<file path="config.mk">
export PLATFORM = sky130hd
export DESIGN_NAME = alu_exec_unit
export DESIGN_NICKNAME = d
export VERILOG_FILES = /design/src/rtl/alu_exec_unit.sv
export SDC_FILE = /design/constraint.sdc
export NUM_CORES = 1
export LEC_CHECK = 0
export CORE_ASPECT_RATIO = 1.25
export CORE_MARGIN = 3
export CORE_UTILIZATION = 50
export CTS_BUF_LIST = sky130_fd_sc_hd__clkbuf_8
export DETAILED_ROUTE_END_ITERATION = 10
export PLACE_DENSITY = 0.72
export RECOVER_POWER = 25
export SYNTH_ARGS = -nofsm -noshare
export SYNTH_HDL_FRONTEND = slang
export SYNTH_SLANG_ARGS = --single-unit
export TNS_END_PERCENT = 50
</file>
<file path="constraint.sdc">
create_clock -name clk -period 3.9 [get_ports clk]
set_clock_uncertainty 0.1 [all_clocks]
set_input_delay 0.78 -clock clk [delete_from_list [all_inputs] [get_ports clk]]
set_output_delay 0.78 -clock clk [all_outputs]
set_load 0.01 [all_outputs]
</file>
<file path="src/rtl/alu_exec_unit.sv">
// Execute-stage unit sitting behind the ALU control decoder.
// Single-cycle ops finish one cycle after accept.
// Shifts move one bit per cycle. MUL is a 32-step shift-and-add.
// Valid/ready on both sides lets the core stall while a long op runs.
module alu_exec_unit #(
  parameter int XLEN = 32
) (
  input  logic            clk,
  input  logic            rst_n,
  input  logic            in_valid,
  output logic            in_ready,
  input  logic [3:0]      AluCtrl,
  input  logic [XLEN-1:0] OpA,
  input  logic [XLEN-1:0] OpB,
  output logic            out_valid,
  input  logic            out_ready,
  output logic [XLEN-1:0] Result,
  output logic            Zero,
  output logic            Err
);

  localparam int SHAMT_W = $clog2(XLEN);
  localparam int CNT_W   = SHAMT_W + 1;
  localparam logic [CNT_W-1:0] MUL_LAST = CNT_W'(XLEN - 1);
  localparam logic [CNT_W-1:0] CNT_ONE  = CNT_W'(1);

  localparam logic [3:0] OP_AND = 4'b0000;
  localparam logic [3:0] OP_OR  = 4'b0001;
  localparam logic [3:0] OP_ADD = 4'b0010;
  localparam logic [3:0] OP_SUB = 4'b0110;
  localparam logic [3:0] OP_SLT = 4'b0111;
  localparam logic [3:0] OP_SLL = 4'b1000;
  localparam logic [3:0] OP_SRL = 4'b1001;
  localparam logic [3:0] OP_MUL = 4'b1010;
  localparam logic [3:0] OP_SRA = 4'b1011;

  typedef enum logic [1:0] {
    S_IDLE  = 2'd0,
    S_SHIFT = 2'd1,
    S_MUL   = 2'd2,
    S_DONE  = 2'd3
  } state_t;

  state_t            state_r, next_state_s, accept_target_s;
  logic [3:0]        op_r;
  logic [XLEN-1:0]   shval_r, acc_r, mcand_r, mplier_r;
  logic [CNT_W-1:0]  cnt_r;
  logic [XLEN-1:0]   result_r;
  logic              zero_r, err_r, out_valid_r;

  logic [XLEN-1:0]   single_res_s, shift_step_s, acc_step_s;
  logic              single_err_s, is_shift_s, is_mul_s;
  logic [SHAMT_W-1:0] shamt_s;
  logic              in_ready_s, accept_s;

  // Decode the incoming op and compute the single-cycle result.
  always_comb begin
    single_res_s = '0;
    single_err_s = 1'b0;
    is_shift_s   = 1'b0;
    is_mul_s     = 1'b0;
    shamt_s      = OpB[SHAMT_W-1:0];
    case (AluCtrl)
      OP_AND: single_res_s = OpA & OpB;
      OP_OR:  single_res_s = OpA | OpB;
      OP_ADD: single_res_s = OpA + OpB;
      OP_SUB: single_res_s = OpA - OpB;
      OP_SLT: single_res_s = {{(XLEN-1){1'b0}}, ($signed(OpA) < $signed(OpB))};
      OP_SLL, OP_SRL, OP_SRA: begin
        is_shift_s   = 1'b1;
        single_res_s = OpA;  // shamt=0 finishes on the single-cycle path
      end
      OP_MUL: is_mul_s = 1'b1;
      default: single_err_s = 1'b1;
    endcase
  end

  // One-bit shift step and one shift-and-add step for the iterative ops.
  always_comb begin
    shift_step_s = shval_r;
    case (op_r)
      OP_SLL:  shift_step_s = {shval_r[XLEN-2:0], 1'b0};
      OP_SRL:  shift_step_s = {1'b0, shval_r[XLEN-1:1]};
      OP_SRA:  shift_step_s = {shval_r[XLEN-1], shval_r[XLEN-1:1]};
      default: shift_step_s = shval_r;
    endcase
    if (mplier_r[0]) begin
      acc_step_s = acc_r + mcand_r;
    end else begin
      acc_step_s = acc_r;
    end
  end

  // Handshake and next-state selection.
  always_comb begin
    in_ready_s = rst_n && ((state_r == S_IDLE) || ((state_r == S_DONE) && out_ready));
    accept_s   = in_valid && in_ready_s;
    if (is_mul_s) begin
      accept_target_s = S_MUL;
    end else if (is_shift_s && (shamt_s != '0)) begin
      accept_target_s = S_SHIFT;
    end else begin
      accept_target_s = S_DONE;
    end
    next_state_s = state_r;
    case (state_r)
      S_IDLE: begin
        if (accept_s) next_state_s = accept_target_s;
        else          next_state_s = S_IDLE;
      end
      S_SHIFT: begin
        if (cnt_r == CNT_ONE) next_state_s = S_DONE;
        else                  next_state_s = S_SHIFT;
      end
      S_MUL: begin
        if (cnt_r == MUL_LAST) next_state_s = S_DONE;
        else                   next_state_s = S_MUL;
      end
      S_DONE: begin
        if (accept_s)       next_state_s = accept_target_s;
        else if (out_ready) next_state_s = S_IDLE;
        else                next_state_s = S_DONE;
      end
      default: next_state_s = S_IDLE;
    endcase
  end

  // State register.
  always_ff @(posedge clk) begin
    if (!rst_n) state_r <= S_IDLE;
    else        state_r <= next_state_s;
  end

  // Datapath registers: iteration state and the registered result bundle.
  always_ff @(posedge clk) begin
    if (!rst_n) begin
      op_r        <= 4'b0000;
      shval_r     <= '0;
      acc_r       <= '0;
      mcand_r     <= '0;
      mplier_r    <= '0;
      cnt_r       <= '0;
      result_r    <= '0;
      zero_r      <= 1'b0;
      err_r       <= 1'b0;
      out_valid_r <= 1'b0;
    end else begin
      case (state_r)
        S_SHIFT: begin
          shval_r <= shift_step_s;
          cnt_r   <= cnt_r - CNT_ONE;
          if (cnt_r == CNT_ONE) begin
            result_r    <= shift_step_s;
            zero_r      <= (shift_step_s == '0);
            err_r       <= 1'b0;
            out_valid_r <= 1'b1;
          end
        end
        S_MUL: begin
          acc_r    <= acc_step_s;
          mcand_r  <= {mcand_r[XLEN-2:0], 1'b0};
          mplier_r <= {1'b0, mplier_r[XLEN-1:1]};
          cnt_r    <= cnt_r + CNT_ONE;
          if (cnt_r == MUL_LAST) begin
            result_r    <= acc_step_s;
            zero_r      <= (acc_step_s == '0);
            err_r       <= 1'b0;
            out_valid_r <= 1'b1;
          end
        end
        S_DONE: begin
          if (out_ready) out_valid_r <= 1'b0;
        end
        default: ;
      endcase
      // A new request overrides whatever the current state did above.
      if (accept_s) begin
        op_r <= AluCtrl;
        if (is_mul_s) begin
          acc_r       <= '0;
          mcand_r     <= OpA;
          mplier_r    <= OpB;
          cnt_r       <= '0;
          out_valid_r <= 1'b0;
        end else if (is_shift_s && (shamt_s != '0)) begin
          shval_r     <= OpA;
          cnt_r       <= {1'b0, shamt_s};
          out_valid_r <= 1'b0;
        end else begin
          result_r    <= single_res_s;
          zero_r      <= (single_res_s == '0);
          err_r       <= single_err_s;
          out_valid_r <= 1'b1;
        end
      end
    end
  end

  assign in_ready  = in_ready_s;
  assign out_valid = out_valid_r;
  assign Result    = result_r;
  assign Zero      = zero_r;
  assign Err       = err_r;

endmodule

</file>
==> results_dict.tcl <==
set metrics [dict create \
    critPathMaxFanout 3 \
    peakVddDrop_mv 0.238 \
    setup_viol 0 \
    async_flop_share_pct 0 \
    place_inst 2826 \
    drt-total-wl_um 64900 \
    final_common_cell "buf_4" \
    syn_inst 2037 \
    ff2ff_path_depth 16 \
    dominantRegCellSynth "dfxtp_1" \
    die_w_um 164 \
    total_power_uw 5500 \
    r2r_start "acc_r[0]" \
    netlist_area_um2 15500 \
    critPathKind "register to register" \
    tightest_slew_ns 1.74 \
    ys_ff_latch 175 \
    grt_pass1_vias 17800 \
    vias 18300 \
    period_minus_slack_ns 3.75 \
    ant_nets 0 \
    cp.arrival_ns 4.08 \
    synthTopCellsByArea "dfxtp_1 23%, ha_1 12%, mux2i_1 5.6%, nor2_1 5.0%, a21oi_1 4.9%" \
    yosysWarnings 0 \
    synth_fp_nets 2259 \
    setup_tns_ns 0 \
    synth_top_area_cell "dfxtp_1" \
    first_iter_violations 2097 \
    clk_root_buffer_cell "clkbuf_8" \
    ctsHoldBuffers 0 \
    wire_per_inst_um 22.5 \
    design.core.area_um2 30300 \
    wl_met2_um 30800 \
    num_io_pins 108 \
    synth_edf_count 0 \
    critPathMaxStageDelay_ns 0.45 \
    worstReg2RegEnd "Result[30]" \
    wl_met1_um 25200 \
    hp-start "op_r[3]" \
    htreeDepth 4 \
    crit_cells 16 \
    drc 0 \
    post-place-ws_ns -1.09 \
    clk_latency_ns 0.48 \
    worst_slack_ns 0.146 \
    dieHeight_um 203 \
    yosysUniqueCellTypes 96 \
    firstDrtPassIters 11 \
    start_util_pct 51.2 \
    dieArea_um2 33200 \
    num_rows 71 \
    crit_slowest_cell "fa_1" \
    clkTransAtPathRegs_ns 0.11 \
    startpoint_type "register" \
    vias_per_cell 6.34 \
    grt.total_usage_pct 37.8 \
    p_leak_uw 0.00897 \
    p_per_area_nw_per_um2 258 \
    cts_max_path_buffers 2 \
    port_buffers 107 \
    final_cells 2882 \
    min_path_type "register to register" \
    post-route-period-util_pct 96.3 \
    reg2reg_setup_slack_ns 0.15 \
    relSlewSlack_pct -16.2 \
    area_delta_synth_final_pct 37.2 \
    holdPathEnd "op_r[3]" \
    critical_path.cell_chain "ha_1 > fa_1 > a211oi_2 > o211ai_1 > nand2_1 > o21ai_1 > a211o_1 > a21oi_2 > o21ai_0 > a21oi_1 > xnor2_1 > buf_4 > a21oi_1 > buf_4 > o21ai_0 > o311a_1" \
    fmax_ghz 0.266 \
    cts_buffers 17 \
    hold_viol 0 \
    drive_gt1_share_pct 27.3 \
    required_ns 4.22 \
    top_layer "met5" \
    grt_overflow 0 \
    grt_max_degree 129 \
    netlist.area_leader.share_pct 22.6 \
    slew_viol_final 74 \
    dp_hpwl_um 49600 \
    nets 2689 \
    wl_met3_um 4820 \
    failed_checks "max-capacitance violations, max-slew violations" \
    grt_first_pass_wirelength_um 99200 \
    crit_buf_inv 2 \
    place_congestion 1.04 \
    path_delay_family "compound AO/OA/AOI/OAI gates" \
    cap_viol_max_count 1 \
    ys_seq_area_share_pct 22.6 \
    hold_depth 2 \
    status "complete, but fails checks" \
    final_cell_mix "430 x buf_4, 197 x nor2_1, 193 x nand2_1, 174 x dfxtp_1, 139 x a21oi_1" \
    cts_sinks 175 \
    endpoint_kind "register" \
    antenna_found_initial 3 \
    avgSynthCellArea_um2 7.61 \
    cts_tree "built" \
]
## metrics by stage
step           utilization (%)  hold slack, ns  cell area (um2)
2_1_floorplan                -           0.335            15500
3_3_place_gp              65.4           0.345            19800
3_5_place_dp              65.4           0.383            19800
4_1_cts                   68.6           0.384            20800
5_1_grt                   70.2           0.405            21300
6_report                  70.2           0.388            21300
## how the worst max path moves through the flow
stage | slack (ns) | startpoint | endpoint
2_1_floorplan | 0.07 | OpA[0] | Zero
3_3_place_gp | -1.05 | OpB[1] | Result[31]
3_5_place_dp | -1.09 | OpA[9] | Zero
4_1_cts | 0.007 | OpA[5] | Zero
5_1_grt | -0.02 | OpA[8] | Zero
6_report | 0.15 | acc_r[0] | Result[30]
## routing by layer
layer	GRT usage, %	up-vias
li1	-	8466
met1	45.9	8626
met2	64.6	935
met3	5.45	250
met4	19.4	4
met5	0	-
## synth_stat cells (19+ instances only)
master	n
nor2_1	206
nand2_1	194
dfxtp_1	175
a21oi_1	153
ha_1	147
clkbuf_1	118
inv_1	112
o21ai_0	93
mux2i_1	87
a211oi_1	76
o31ai_1	75
a221oi_1	55
nor3_1	35
nand3_1	33
o22ai_1	33
xnor2_1	33
a21o_1	31
a222oi_1	30
nand4_1	29
nor4_1	21
xor2_1	19
## layout make-up
cell class,count,area [um2]
tap,401,502
clock buffer,18,248
timing repair buffer,558,4580
sequential,175,3500
inverter,114,429
clock inverter,14,163
antenna,1,2.50
multi-input combinational,1601,11800
fill,2529,9020
## repair_timing
item,in CTS,in global routing
endpoints found under the setup margin,13,5
endpoints found under the hold margin,0,0
cloned,0,0
gates resized for setup,117,160
pin swaps,37,58
setup buffers,10,15
## report_power, final
part / switching [uW] / leakage [uW] / total (uW) / internal, uW
registers: 91.4 / 0.00142 / 1960 / 1870
logic: 1170 / 0.00735 / 2170 / 995
clock network: 811 / 0.000200 / 1370 / 558
total: 2070 / 0.00897 / 5500 / 3420
## kinds of logic after synthesis
family | count (synthesis) | synth area share (%)
AO/OA/AOI/OAI | 705 | 31.8
AND/OR/NAND/NOR | 604 | 18.1
buffers and inverters | 261 | 6.52
flip-flops | 175 | 22.6
adder cells (fa/ha/maj) | 150 | 12.3
multiplexers | 90 | 5.83
XOR/XNOR | 52 | 2.94
## sequential cells by signal, summed over array words and instances, names as in the netlist
| register | count |
|---|---|
| Err | 1 |
| Result | 32 |
| Zero | 1 |
| acc_r | 32 |
| cnt_r | 6 |
| mcand_r | 32 |
| mplier_r | 32 |
| op_r | 4 |
| out_valid | 1 |
| shval_r | 32 |
| state_r | 2 |
## worst min-delay path, delay by kind of cell (launching register included)
kind | cells | cell delay (ns)
simple gates | 1 | 0.06
compound gates | 1 | 0.06
flops | 1 | 0.33
No activity file was read; power rests on OpenSTA's default activity.
